## config.mk

```make
export PLATFORM = sky130hd
export DESIGN_NAME = ahb_imem_slave
export DESIGN_NICKNAME = d
export VERILOG_FILES = /design/src/rtl/ahb_imem_slave.sv
export SDC_FILE = /design/constraint.sdc
export NUM_CORES = 1
export LEC_CHECK = 0
export ABC_AREA = 0
export CORE_MARGIN = 3
export CORE_UTILIZATION = 30
export CTS_BUF_LIST = sky130_fd_sc_hd__clkbuf_8
export DETAILED_ROUTE_END_ITERATION = 8
export GPL_TIMING_DRIVEN = 0
export PLACE_DENSITY_LB_ADDON = 0.25
export SLEW_MARGIN = 20
export SYNTH_ARGS = -nofsm -noshare
export SYNTH_HDL_FRONTEND = slang
export SYNTH_SLANG_ARGS = --single-unit
export TNS_END_PERCENT = 1
```

## constraint.sdc

```tcl
create_clock -name HCLK -period 4.47 [get_ports HCLK]
set_input_delay 0.894 -clock HCLK [delete_from_list [all_inputs] [get_ports HCLK]]
set_output_delay 0.894 -clock HCLK [all_outputs]
set_load 0.02 [all_outputs]
```

## src/rtl/ahb_imem_slave.sv

```systemverilog
// AHB-Lite read-only slave serving instruction memory to the cache refill master.
// Drives a synchronous single-port macro, with optional wait states and two-cycle ERROR replies.
module ahb_imem_slave #(
  parameter int unsigned MEM_BYTES   = 32'd16384,
  parameter int unsigned WAIT_CYCLES = 32'd0,
  parameter logic [31:0] BASE_ADDR   = 32'h0000_0000,
  localparam int unsigned AW         = $clog2(MEM_BYTES) - 32'd2
) (
  input  logic          HCLK,
  input  logic          HRESETn,
  input  logic          HSEL,
  input  logic [31:0]   HADDR,
  input  logic [1:0]    HTRANS,
  input  logic          HWRITE,
  input  logic [2:0]    HSIZE,
  input  logic [2:0]    HBURST,
  input  logic          HREADY,
  output logic [31:0]   HRDATA,
  output logic          HREADYOUT,
  output logic          HRESP,
  output logic          mem_cen,
  output logic [AW-1:0] mem_addr,
  input  logic [31:0]   mem_dout
);

  typedef enum logic [1:0] {
    ST_IDLE = 2'd0,
    ST_RD   = 2'd1,
    ST_ERR1 = 2'd2,
    ST_ERR2 = 2'd3
  } state_t;

  localparam logic [2:0] WAIT_MAX = WAIT_CYCLES[2:0];

  state_t        state_r;
  state_t        state_nxt_s;
  logic [2:0]    wait_cnt_r;
  logic [31:0]   hold_r;
  logic [31:0]   data_r;
  logic [AW-1:0] addr_r;
  logic [31:0]   offset_s;
  logic          accept_s;
  logic          out_of_range_s;
  logic          is_err_s;
  logic          rd_issue_s;
  logic          rd_done_s;
  logic [31:0]   rd_word_s;
  logic          unused_s;

  function automatic logic misaligned(input logic [2:0] size, input logic [1:0] lsb);
    logic bad;
    case (size)
      3'd0:    bad = 1'b0;
      3'd1:    bad = lsb[0];
      3'd2:    bad = (lsb != 2'b00);
      default: bad = 1'b1;
    endcase
    return bad;
  endfunction

  assign unused_s       = ^{HBURST, HTRANS[0]};
  assign offset_s       = HADDR - BASE_ADDR;
  assign accept_s       = HSEL & HREADY & HTRANS[1];
  assign out_of_range_s = (offset_s >= MEM_BYTES);
  assign is_err_s       = HWRITE | out_of_range_s | misaligned(HSIZE, HADDR[1:0]);
  // Only issue a memory read when this slave is ready to take the address phase.
  assign rd_issue_s     = accept_s & ~is_err_s & HREADYOUT;

  assign mem_cen   = ~rd_issue_s;
  assign mem_addr  = rd_issue_s ? offset_s[AW+1:2] : addr_r;
  assign rd_done_s = (state_r == ST_RD) & HREADYOUT;
  assign rd_word_s = (WAIT_MAX == 3'd0) ? mem_dout : hold_r;
  assign HRDATA    = rd_done_s ? rd_word_s : data_r;

  // State register.
  always_ff @(posedge HCLK or negedge HRESETn) begin
    if (!HRESETn) begin
      state_r <= ST_IDLE;
    end else begin
      state_r <= state_nxt_s;
    end
  end

  // Next-state: every ready cycle hands over to whatever the bus presents.
  always_comb begin
    state_t bus_nxt;
    if (!accept_s) begin
      bus_nxt = ST_IDLE;
    end else if (is_err_s) begin
      bus_nxt = ST_ERR1;
    end else begin
      bus_nxt = ST_RD;
    end
    state_nxt_s = state_r;
    case (state_r)
      ST_IDLE: state_nxt_s = bus_nxt;
      ST_RD: begin
        if (HREADYOUT) begin
          state_nxt_s = bus_nxt;
        end else begin
          state_nxt_s = ST_RD;
        end
      end
      ST_ERR1: state_nxt_s = ST_ERR2;
      ST_ERR2: state_nxt_s = bus_nxt;
      default: state_nxt_s = ST_IDLE;
    endcase
  end

  // Output decode of the data-phase handshake.
  always_comb begin
    HREADYOUT = 1'b1;
    HRESP     = 1'b0;
    case (state_r)
      ST_IDLE: begin
        HREADYOUT = 1'b1;
        HRESP     = 1'b0;
      end
      ST_RD: begin
        HREADYOUT = (wait_cnt_r == WAIT_MAX);
        HRESP     = 1'b0;
      end
      ST_ERR1: begin
        HREADYOUT = 1'b0;
        HRESP     = 1'b1;
      end
      ST_ERR2: begin
        HREADYOUT = 1'b1;
        HRESP     = 1'b1;
      end
      default: begin
        HREADYOUT = 1'b1;
        HRESP     = 1'b0;
      end
    endcase
  end

  // Wait-state counter: saturates at WAIT_MAX, clears when the read completes.
  always_ff @(posedge HCLK or negedge HRESETn) begin
    if (!HRESETn) begin
      wait_cnt_r <= 3'd0;
    end else if (state_r != ST_RD) begin
      wait_cnt_r <= 3'd0;
    end else if (rd_done_s) begin
      wait_cnt_r <= 3'd0;
    end else if (wait_cnt_r != WAIT_MAX) begin
      wait_cnt_r <= wait_cnt_r + 3'd1;
    end else begin
      wait_cnt_r <= wait_cnt_r;
    end
  end

  // Macro output is only valid in the first data cycle, so hold it for the stall.
  always_ff @(posedge HCLK or negedge HRESETn) begin
    if (!HRESETn) begin
      hold_r <= 32'd0;
    end else if ((state_r == ST_RD) && (wait_cnt_r == 3'd0)) begin
      hold_r <= mem_dout;
    end else begin
      hold_r <= hold_r;
    end
  end

  // Last completed read word, presented whenever no read is completing.
  always_ff @(posedge HCLK or negedge HRESETn) begin
    if (!HRESETn) begin
      data_r <= 32'd0;
    end else if (rd_done_s) begin
      data_r <= rd_word_s;
    end else begin
      data_r <= data_r;
    end
  end

  // Last issued word address, so mem_addr stays put between accesses.
  always_ff @(posedge HCLK or negedge HRESETn) begin
    if (!HRESETn) begin
      addr_r <= '0;
    end else if (rd_issue_s) begin
      addr_r <= offset_s[AW+1:2];
    end else begin
      addr_r <= addr_r;
    end
  end

endmodule

```

# Word level (Yosys, flattened, before mapping)
# Index checks and enable logic that the tools add are counted.
dict set report totals {
  reg_bits 49
  latch_bits 0
  ram_bits 0
  romBits 0
  out_inout_bits 47
  word_cells 42
  memories 0
}
dict set report classes {
  addsub 1
  n_mul 0
  div 0
  magnitude_cmp 1
  eq_ne 6
  shift 0
  n_mux 12
  bitwise 9
  reduce_logical 9
}
# cell count
set ops {}
lappend ops {{>= comparator 32 x 15 -> 1 bit (second input constant)} 1}
lappend ops {{two-way mux 32 bit} 1}
lappend ops {{two-way mux 12 bit} 1}
lappend ops {{two-way mux 3 bit} 3}
lappend ops {{zero test 3 bit} 2}
lappend ops {{two-way mux 2 bit} 3}
lappend ops {{case mux 1 bit (3 select lines)} 2}
lappend ops {{case mux 2 bit (3 select lines)} 1}
lappend ops {{nonzero test 3 bit} 2}
lappend ops {{OR reduction 2 bit} 3}
lappend ops {{AND 1 bit} 5}
lappend ops {{== test 2 bit (second input constant)} 2}
lappend ops {{adder 3 x 1 -> 3 bit (second input constant)} 1}
lappend ops {{== test 3 x 1 -> 1 bit (second input constant)} 1}
lappend ops {{== test 3 x 2 -> 1 bit (second input constant)} 1}
lappend ops {{== test 2 x 1 -> 1 bit (second input constant)} 1}
lappend ops {{zero test 2 bit} 1}
lappend ops {{!= test 2 x 1 -> 1 bit (second input constant)} 1}
lappend ops {{NOT 1 bit} 2}
lappend ops {{OR 1 bit} 2}
lappend ops {{case mux 1 bit (2 select lines)} 1}
lappend ops {{nonzero test 2 bit} 1}

# Longest topological paths before layout
dict set report logic_depth {
  word_depth 7
  depth_mapped 7
}

# Worst setup path after synthesis
# No wires, ideal clock.
dict set report synth_path {
  path_kind {input port to output port}
  from {input port HADDR[26]}
  to {output port mem_addr[10]}
  arrival_ns 2.242
  required_ns 3.576
  slack_ns 1.334
  cell_stages 5
  path_cell_list {nor4_1 > o211ai_1 > nor4_4 > buf_8 > mux2_4}
}
dict set report synth_via {
  elab_chain_len 7
}
# element line_no
set synth_rtl {}
lappend synth_rtl {{start: declaration} 12} ;# input logic [31:0] HADDR,
lappend synth_rtl {{>= comparator 32 x 15 -> 1 bit} 64} ;# assign out_of_range_s = (offset_s >= MEM_BYTES);
lappend synth_rtl {{OR 1 bit (2 in series)} 65} ;# assign is_err_s = HWRITE | out_of_range_s | misaligned(HSIZE, HADDR[1:0]);
lappend synth_rtl {{NOT 1 bit} 67} ;# assign rd_issue_s = accept_s & ~is_err_s & HREADYOUT;
lappend synth_rtl {{AND 1 bit (2 in series)} 67}
lappend synth_rtl {{two-way mux 12 bit} n/a}
lappend synth_rtl {{end: declaration} 22} ;# output logic [AW-1:0] mem_addr,
# Every way passes these cells.

# Final worst setup path
dict set report layout_path {
  from {input port HADDR[26]}
  to {output port mem_addr[1]}
}
# Same word-level chain as after synthesis.

==> metrics.md <==
| Metric | Value |
|---|---|
| Syn_nets | 220 |
| Switching Share | 0.3642 |
| Worst path max stage delay | 0.55 ns |
| Worst setup EP type | primary output |
| CTS max path bufs | 2 |
| IO buf count | 119 |
| Final HPWL DP | ~3.8 mm |
| Main flop type after synthesis | dfrtp_1 |
| Post-Route Setup TNS | 0 ns |
| RSZ-0062 raised after global routing | no |
| Die Ht | 89.88 µm |
| Area delta synth->final | 65.62% |
| Part of the power in registers | 0.302 |
| Cts hold-fix bufs | 0 |
| Share of layout cells above drive strength 1 | 0.2189 |
| Seq cells post-synth | 49 |
| Vias | 1545 |
| Count of final hold-check violations | 0 |
| # IOs | about 120 |
| Outcome | complete, no violations |
| Pwr Density | 615.4 mW/mm² |
| Setup bufs post-CTS | 0 |
| CTS clk-pin slew, worst paths | 0.08 ns |
| Setup violators final | 0 |
| First-pass GRT wire length | about 8.6 mm |
| Final ANT Viol Nets | 0 |
| CTS-repair resized insts | 0 |
| Final WS setup | between 0.15 and 0.2 ns |
| Crit-path max FO | 10 |
| Relative slew margins | 0.5940 |
| Max cap viols | 0 |
| WP depth | 7 |
| Fillcell total | 581 |
| Avg Cell Area, Syn | 15.30 µm² |
| Starting DRT DRC Count | 35 |
| Drt drc | 0 |
| Slowest cell on the critical path | clkdlybuf4s50_1 |
| Share of power burned in the clock network | 0.112 |
| Post-synth EDFFs | 0 |
| Gr ovfl total | 0 |
| Min cycle time layout | 4.294 ns |
| Worst Tran Pin Value | 0.6090 ns |
| Post-synth ARST share | 1.000 |
| Root Driver | clkbuf_8 |
| Worst EP arrival | between 3 and 4 ns |
| Comb pwr share | 0.586 |
| Vias in the first global route | 1716 |
| Total Die Area | 0.008078 mm² |
| Initial Utilization | 0.3214 |
| Cell Area, Synth | roughly 0.0021 mm² |
| Vias per std cell | ~4.3 |
| WL/cell | 14.19 µm |
| Pin count of the biggest net entering global routing | 50 |
| First-pass iteration count of the detailed router | 2 |
| Internal power | between 1 and 1.5 mW |
| CP required | 3.58 ns |
| Seq/Total Area, Yosys | 0.5809 |
| DP Cell Count | 350 |
| Max frequency | between 200 and 250 MHz |
| Largest delay share family, worst path | buffers and inverters |
| Core area | 0.006568 mm² |
| CP cell instances | clkdlybuf4s50_1, nor4_1, o211ai_1, nor4_4, buf_8, mux2_4, clkdlybuf4s50_1 |
| Die X | approximately 90 µm |
| Initial antenna violation count | 0 |
| H-tree levels | 2 |
| Hold Path Class | reg2reg |
| Worst skew pair latency | around 0.29 ns |
| Ant diodes | 0 |
| Reg2reg path depth | 7 |
| Final Cycle Share | 0.9606 |
| Fin cells | 358 |
| Synth Warn # | 0 |
| Clock net sink count | 49 |
| CP Buf/Inv Count | 3 |
| Routability Congestion | roughly 0.69 |
| Post-Synthesis Cells | 138 |
| Layout Skew | 0.003372 ns |
| Switching pwr | 783.6 µW |
| Pins Over Slew Limit | 0 |
| Count of different cell masters after synthesis | 26 |
| Nets | 346 |
| CTS buffer count | 5 |
| Num rows | 29 |
| Cell seen most often among critical-path stages | clkdlybuf4s50_1 |
| LEAKAGE | 1.464 nW |
| Max IR drop VDD | 0.3810 mV |
| Drt total wl | 5.080 mm |
| Crit Path Category | in2out |
| CTS tree | yes |
| Min-Delay Path Depth | 1 |
| All-Layer GR Usage | 0.1295 |
| Worst slack, placed | 0.1505 ns |
| Startpoint types | input port |
## per-layer routing
| metal | track usage | wire, µm | up-vias |
|---|---|---|---|
| li1 | - | - | 736 |
| met5 | 0 | 0 | - |
| met4 | 0.03444 | 26 | 0 |
| met3 | 0.05676 | 513 | 2 |
| met1 | 0.1665 | 2206 | 730 |
| met2 | 0.1999 | 2333 | 77 |
## sequential cells by signal, summed over array words and instances, names as in the netlist
| register | count |
|---|---|
| wait_cnt_r | 3 |
| state_r | 2 |
| data_r | 32 |
| addr_r | 12 |
## logic make-up (layout without fill, tap and decap cells)
logic type | count (synthesis) | count (layout) | synth area share
adder cells (fa/ha/maj) | 5 | 5 | 0.02964
multiplexers | 45 | 45 | 0.2573
flip-flops | 49 | 49 | 0.5809
buffers and inverters | 12 | 139 | 0.02667
AND/OR/NAND/NOR | 22 | 22 | 0.08181
AO/OA/AOI/OAI | 5 | 5 | 0.02371
## power groups by stage
stage               Clock (mW)  Combinational, mW  Sequential [mW]
CTS                      0.257               1.28            0.651
floorplan                    0              0.723            0.645
finish                   0.241               1.26            0.649
global route             0.277               1.35            0.667
detailed placement           0               1.27            0.660
global placement             0               1.27            0.656
## area by class of cell
| type | instances | area, µm² | area share |
|---|---|---|---|
| well taps | 93 | 116.4 | 0.03329 |
| flip-flops and latches | 49 | 1226 | 0.3508 |
| clock buffers | 5 | 68.82 | 0.01969 |
| repair buffers | 119 | 1189 | 0.3400 |
| multi-input cells | 77 | 828.3 | 0.2369 |
| clock inverters | 3 | 11.26 | 0.003221 |
| inverters | 8 | 30.03 | 0.008590 |
| plain buffers | 4 | 26.28 | 0.007516 |
## worst paths after layout
check	start	endpoint	slack [ns]
setup / recovery	HADDR[26]	mem_addr[1]	0.18
hold / removal	addr_r[10]	addr_r[10]	0.49
setup reg to reg	state_r[1]	addr_r[8]	2.31
hold reg to reg	addr_r[10]	addr_r[10]	0.49
max in group asynchronous	HRESETn	addr_r[8]	3.45
min in group asynchronous	HRESETn	data_r[16]	0.62
## cell usage after synthesis (2+ instances only)
| master | n | area share |
|---|---|---|
| clkbuf_1 | 3 | 0.0053 |
| dfrtp_1 | 49 | 0.58 |
| ha_1 | 5 | 0.030 |
| inv_1 | 8 | 0.014 |
| mux2_2 | 34 | 0.18 |
| mux2_4 | 10 | 0.071 |
| nand3_1 | 2 | 0.0047 |
| nor2_1 | 4 | 0.0071 |
| nor3_1 | 2 | 0.0047 |
| nor4_1 | 3 | 0.0089 |
| nor4_2 | 3 | 0.018 |
## placed cells by master (no fill, tap or decap), drive strengths merged, types with 2 or more instances in the layout
master / Yosys / layout
inv: 8 / 11
dfrtp: 49 / 49
clkbuf: 3 / 8
nor4: 7 / 7
nand3: 2 / 2
nor2: 4 / 4
ha: 5 / 5
buf: 1 / 2
mux2: 44 / 44
nor3: 2 / 2
clkdlybuf4s50: 0 / 118
## metrics by stage
stage                     total power [mW]    util  hold WS, ns  instance area (µm²)
after global placement               1.921  0.5205       0.4758                 3418
after detailed placement             1.931  0.5201       0.4792                 3416
final                                2.151  0.5323       0.4949                 3496
after CTS                            2.190  0.5323       0.4992                 3496
after global routing                 2.297  0.5323       0.5145                 3496
after floorplan                      1.369       -       0.5097                 2111
(Power assumes the default switching activity.)
==> edit 1, RTL diff (config.mk and constraints unchanged) <==
Set the parameter `MEM_BYTES` to 32'd65536 (it was 32'd16384).
--- a/src/rtl/ahb_imem_slave.sv
+++ b/src/rtl/ahb_imem_slave.sv
@@ -2,5 +2,5 @@
 // Drives a synchronous single-port macro, with optional wait states and two-cycle ERROR replies.
 module ahb_imem_slave #(
-  parameter int unsigned MEM_BYTES   = 32'd16384,
+  parameter int unsigned MEM_BYTES   = 32'd65536,
   parameter int unsigned WAIT_CYCLES = 32'd0,
   parameter logic [31:0] BASE_ADDR   = 32'h0000_0000,
Interface: changed (resized mem_addr); port bits go from 124 to 126. No check against the original RTL was run, so the function may have changed too.
==> edit 1 against the original RTL <==
Routed wire length decreased by 0.57%. Via count grew 1.9%. Synthesized cell count increased by 2.2%. Sequential cell count increased by 2. Synthesized area grew 2.7%. Setup slack gained 0.10 ns. Power up 3.9%. Sequential power is 3% higher. Cell area grew 3.3%. Clock power is 33% higher. Critical path type unchanged. Highest routed layer unchanged.
==> edit 1: results (changes against the original RTL) <==
PWR
---------------------------------------------------------------------------
Final Power                                                         2236 uW   +3.9%
Internal power of the cells                                         1444 uW   +5.6%
Comb power frac                                                       55.9%   -2.7 points
VDD IR-drop max                                                    384.0 uV   +0.80%

FINAL LAYOUT
---------------------------------------------------------------------------
Largest registers                                              data_r (32), addr_r (14), wait_cnt_r (3)
Layout cell share with drive strength beyond 1                       24.07%   +2.2 points

GLOBAL ROUTING
---------------------------------------------------------------------------
Met3 usage in global routing                                         5.800%   +0.12 points
Vias in the first global route                                        1,673   -2.5%
Global routing usage on met1                                         13.64%   -3.0 points
Maximum number of pins on one net before global-route repair             52   +4.0%
GRT Resource Usage Total                                             12.16%   -0.78 points

LOGIC SYNTHESIS
---------------------------------------------------------------------------
Most frequent cells after synthesis                            sky130_fd_sc_hd__dfrtp_1, sky130_fd_sc_hd__mux2_2, sky130_fd_sc_hd__inv_1, sky130_fd_sc_hd__mux2_4
Number of distinct library cells after synthesis                         23   -12%
Mapped Nets                                                             223   +1.4%
Dominant cells by area after synthesis                         sky130_fd_sc_hd__dfrtp_1, sky130_fd_sc_hd__mux2_2, sky130_fd_sc_hd__mux2_4

TIMING
---------------------------------------------------------------------------
Post-Route Skew                                                  0.01032 ns   +0.006948 ns
Worst relative slew slack                                            57.58%   -1.8 points
Hold slack                                                        0.4978 ns   +0.002894 ns

ROUTING
---------------------------------------------------------------------------
Count of TritonRoute iterations in the first routing pass                 4   +2
Number of DRC markers in iteration 0                                     39   +11%

HOLD PATH
---------------------------------------------------------------------------
Hold Crit Start                                                  data_r[28]
Endpoint, Worst Hold                                             data_r[28]

SETUP PATH
---------------------------------------------------------------------------
Arrival time of data at the critical path endpoint                  3.30 ns   -0.10 ns
Startpoint of the most critical setup path                        HADDR[20]
Worst reg-to-reg setup slack                                        2.25 ns   -0.06 ns

RUN STATUS
---------------------------------------------------------------------------
Outcome                                                        complete, no violations

PLACED DESIGN
---------------------------------------------------------------------------
Area post-placement                                              3497 sq um   +2.4%
Sum of net half-perimeters after detailed placement                 3772 um   -1.7%
GPL Wtd Cong                                                         0.6931   +0.90%
Count of buffers inserted at the top-level ports                        121   +1.7%

-- edit 1: stage by stage --
stage | util [%] | setup slack [ns] | cells
final | 52.26 | 0.2778 | 366
after global routing | 52.26 | 0.1472 | 366
after CTS | 52.26 | 0.2310 | 366
after detailed placement | 50.63 | 0.2454 | 358
after global placement | 50.67 | 0.2361 | 358
after floorplan | - | 1.362 | 141
-- edit 1: layer usage --
metal | wire (um) | share of wire (%)
met1 | 1935 | 38
met2 | 2495 | 49
met5 | 0 | 0
met4 | 55 | 1.1
met3 | 565 | 11
-- edit 1: worst max-delay path: stages --
cell                              delay (ns)
sky130_fd_sc_hd__clkdlybuf4s50_1        0.42
sky130_fd_sc_hd__nor4_2                 0.31
sky130_fd_sc_hd__nand4_2                0.22
sky130_fd_sc_hd__nor3_4                 0.40
sky130_fd_sc_hd__buf_12                 0.20
sky130_fd_sc_hd__mux2_4                 0.31
sky130_fd_sc_hd__clkdlybuf4s50_1        0.55
-- edit 1: layout make-up --
type	instances	area [sq um]
multi-input cells	77	827.0
flip-flops and latches	51	1276
well taps	96	120.1
clock inverters	3	43.79
repair buffers	121	1209
plain buffers	4	31.28
inverters	9	33.78
fillers	635	3297
clock buffers	5	68.82
-- edit 1: logic make-up (layout without fill, tap and decap cells) --
group	count (synthesis)	after routing	synth area share, %
mux	47	47	25.91
buf+inv	13	142	3.000
simple gates	20	20	7.156
flops	51	51	58.86
fa+ha+maj	5	5	2.885
compound gates	5	5	2.193
==> edit 2, RTL diff (same settings) <==
Made on the original files. Re-encode `state_t` (4 states) as one-hot, 4 bits wide.
--- a/src/rtl/ahb_imem_slave.sv
+++ b/src/rtl/ahb_imem_slave.sv
@@ -24,9 +24,9 @@
 );
 
-  typedef enum logic [1:0] {
-    ST_IDLE = 2'd0,
-    ST_RD   = 2'd1,
-    ST_ERR1 = 2'd2,
-    ST_ERR2 = 2'd3
+  typedef enum logic [3:0] {
+    ST_IDLE = 4'b0001,
+    ST_RD   = 4'b0010,
+    ST_ERR1 = 4'b0100,
+    ST_ERR2 = 4'b1000
   } state_t;
 
Behaviour: no difference found for any inputs over 10 cycles, from zero or initial values and one cycle with HRESETn low; not proved beyond that.
==> edit 2 against the original RTL <==
Setup slack got worse by 0.029 ns. Cell count rose by 2.2%. Critical path depth did not move. Core utilization fell by 1.0 points. Synthesized area rose by 2.0%. Worst hold slack got worse by 0.024 ns. Register-to-register slack improved by 0.09 ns. Sequential cell count rose by 2. Count of clock-buffer cells in the layout rose by 1. Routed wire length fell by 2.4%. Global-route usage fell by 0.73 points. Cell area rose by 2.6%. Critical path type unchanged.
Power is not compared: it rests on default switching activity, and its combinational part moved more than twofold at a synthesized area within 25%.
==> edit 2: results (changes against the original RTL) <==
PLACED DESIGN
------------------------------------------------------------------------------
Count of buffers inserted at the top-level ports                           119   unchanged
Area post-placement                                                 3462 sq um   +1.4%
Placement Setup Slack                                                0.1279 ns   -0.02260 ns
Placed cells                                                               358   +2.3%
Sum of net half-perimeters after detailed placement                    3885 um   +1.3%
GPL Wtd Cong                                                            0.6527   -5.0%

LOGIC SYNTHESIS
------------------------------------------------------------------------------
Mapped Nets                                                                222   +0.91%
Async set or reset register ratio after synthesis                       100.0%   unchanged
Dominant cells by area after synthesis                            sky130_fd_sc_hd__dfrtp_1, sky130_fd_sc_hd__mux2_2, sky130_fd_sc_hd__mux2_4
Syn. warnings                                                                0   unchanged
Most frequent cells after synthesis                               sky130_fd_sc_hd__dfrtp_1, sky130_fd_sc_hd__mux2_2, sky130_fd_sc_hd__mux2_4
XOR/XNOR share of the synthesized area                                  1.220%   +1.2 points
Proportion of synthesized chip area in sequential cells                 59.33%   +1.2 points
Area share of the largest cell type after synthesis                     58.11%   about the same
Post-Synth Adder-Cell Area                                              1.162%   -1.8 points
Average instance area after synthesis                              15.06 sq um   -1.6%
Share of the synthesized area in compound gates (AO/OA/AOI/OAI)         2.208%   -0.16 points
Share of cell area taken by muxes after synthesis                       24.75%   -0.97 points
Number of distinct library cells after synthesis                            29   +12%

CTS
------------------------------------------------------------------------------
Clock-pin transition on the worst setup and hold timing paths          0.08 ns   about the same
Clock Tree Root                                                   sky130_fd_sc_hd__clkbuf_8

GLOBAL ROUTING
------------------------------------------------------------------------------
Wire length of the first global-routing pass                           8273 um   -3.8%
GRT Resource Usage Total                                                12.21%   -0.73 points
Vias in the first global route                                           1,738   +1.3%
Maximum number of pins on one net before global-route repair                52   +4.0%

SETUP PATH
------------------------------------------------------------------------------
Cell with the largest stage delay on the worst path               sky130_fd_sc_hd__clkdlybuf4s50_1
Max stage delay on crit path                                           0.55 ns   about the same
Arrival time of data at the critical path endpoint                     3.43 ns   +0.03 ns

ROUTING
------------------------------------------------------------------------------
Post-detailed-routing wire length                                      4960 um   -2.4%
DR vias/cell                                                             4.358   +0.98%
Count of TritonRoute iterations in the first routing pass                    3   +1
Number of DRC markers in iteration 0                                        23   -34%

FINAL LAYOUT
------------------------------------------------------------------------------
Final Non-Filler Cells                                                     366   +2.2%
Net count of the finished layout                                           348   +0.58%
Layout cell share with drive strength beyond 1                          24.07%   +2.2 points
Largest registers                                                 data_r (32), addr_r (12), state_r (4)

PWR
------------------------------------------------------------------------------
VDD IR-drop max                                                       133.5 uV

TIMING
------------------------------------------------------------------------------
Post-Route Skew                                                    0.009660 ns   +0.006288 ns
Number of hold violations in the final report                                0   unchanged
Slew at the pin closest to its max-slew limit                        0.6350 ns   +0.02599 ns

RUN STATUS
------------------------------------------------------------------------------
Outcome                                                           complete, no violations

-- edit 2: logic make-up (layout without fill, tap and decap cells) --
logic type / after synthesis / after routing
AND/OR/NAND/NOR: 28 / 28
flip-flops: 51 / 51
multiplexers: 44 / 44
buffers and inverters: 8 / 135
XOR/XNOR: 3 / 3
AO/OA/AOI/OAI: 7 / 7
adder cells (fa/ha/maj): 2 / 2
-- edit 2: final cells by class --
type / count / area, sq um
inverter: 3 / 11.26
clock buffer: 6 / 82.58
timing repair buffer: 119 / 1189
sequential: 51 / 1277
fill: 610 / 3283
clock inverter: 2 / 35.03
multi-input combinational: 84 / 838.3
buffer: 5 / 32.53
tap: 96 / 120.1
-- edit 2: per-layer routing --
metal  wire length [um]  global-route usage [%]
met1               2147                   15.59
met2               2284                   19.64
met3                468                   3.917
met4                 60                   3.827
met5                  0                       0
-- edit 2: path summary, 6_finish.rpt --
path	from	endpoint	slack [ns]	cells past startpoint
min in group asynchronous	HRESETn	data_r[19]	0.61	1
worst min-delay path	wait_cnt_r[0]	wait_cnt_r[0]	0.47	1
worst max register to register	wait_cnt_r[0]	data_r[29]	2.40	7
max in group asynchronous	HRESETn	data_r[30]	3.43	1
worst max-delay path	HADDR[25]	mem_addr[6]	0.15	7
worst min register to register	wait_cnt_r[0]	wait_cnt_r[0]	0.47	1
-- edit 2: power by group --
part,switching (uW),internal [uW],total [uW]
clock network,146,181,328
logic,64.9,108,173
registers,11.7,484,495
-- edit 2: repair_timing --
| item | CTS | global route |
|---|---|---|
| buffers inserted | 0 | 0 |
| gates resized for setup | 0 | 1 |
| endpoints found under the setup margin | 0 | 9 |
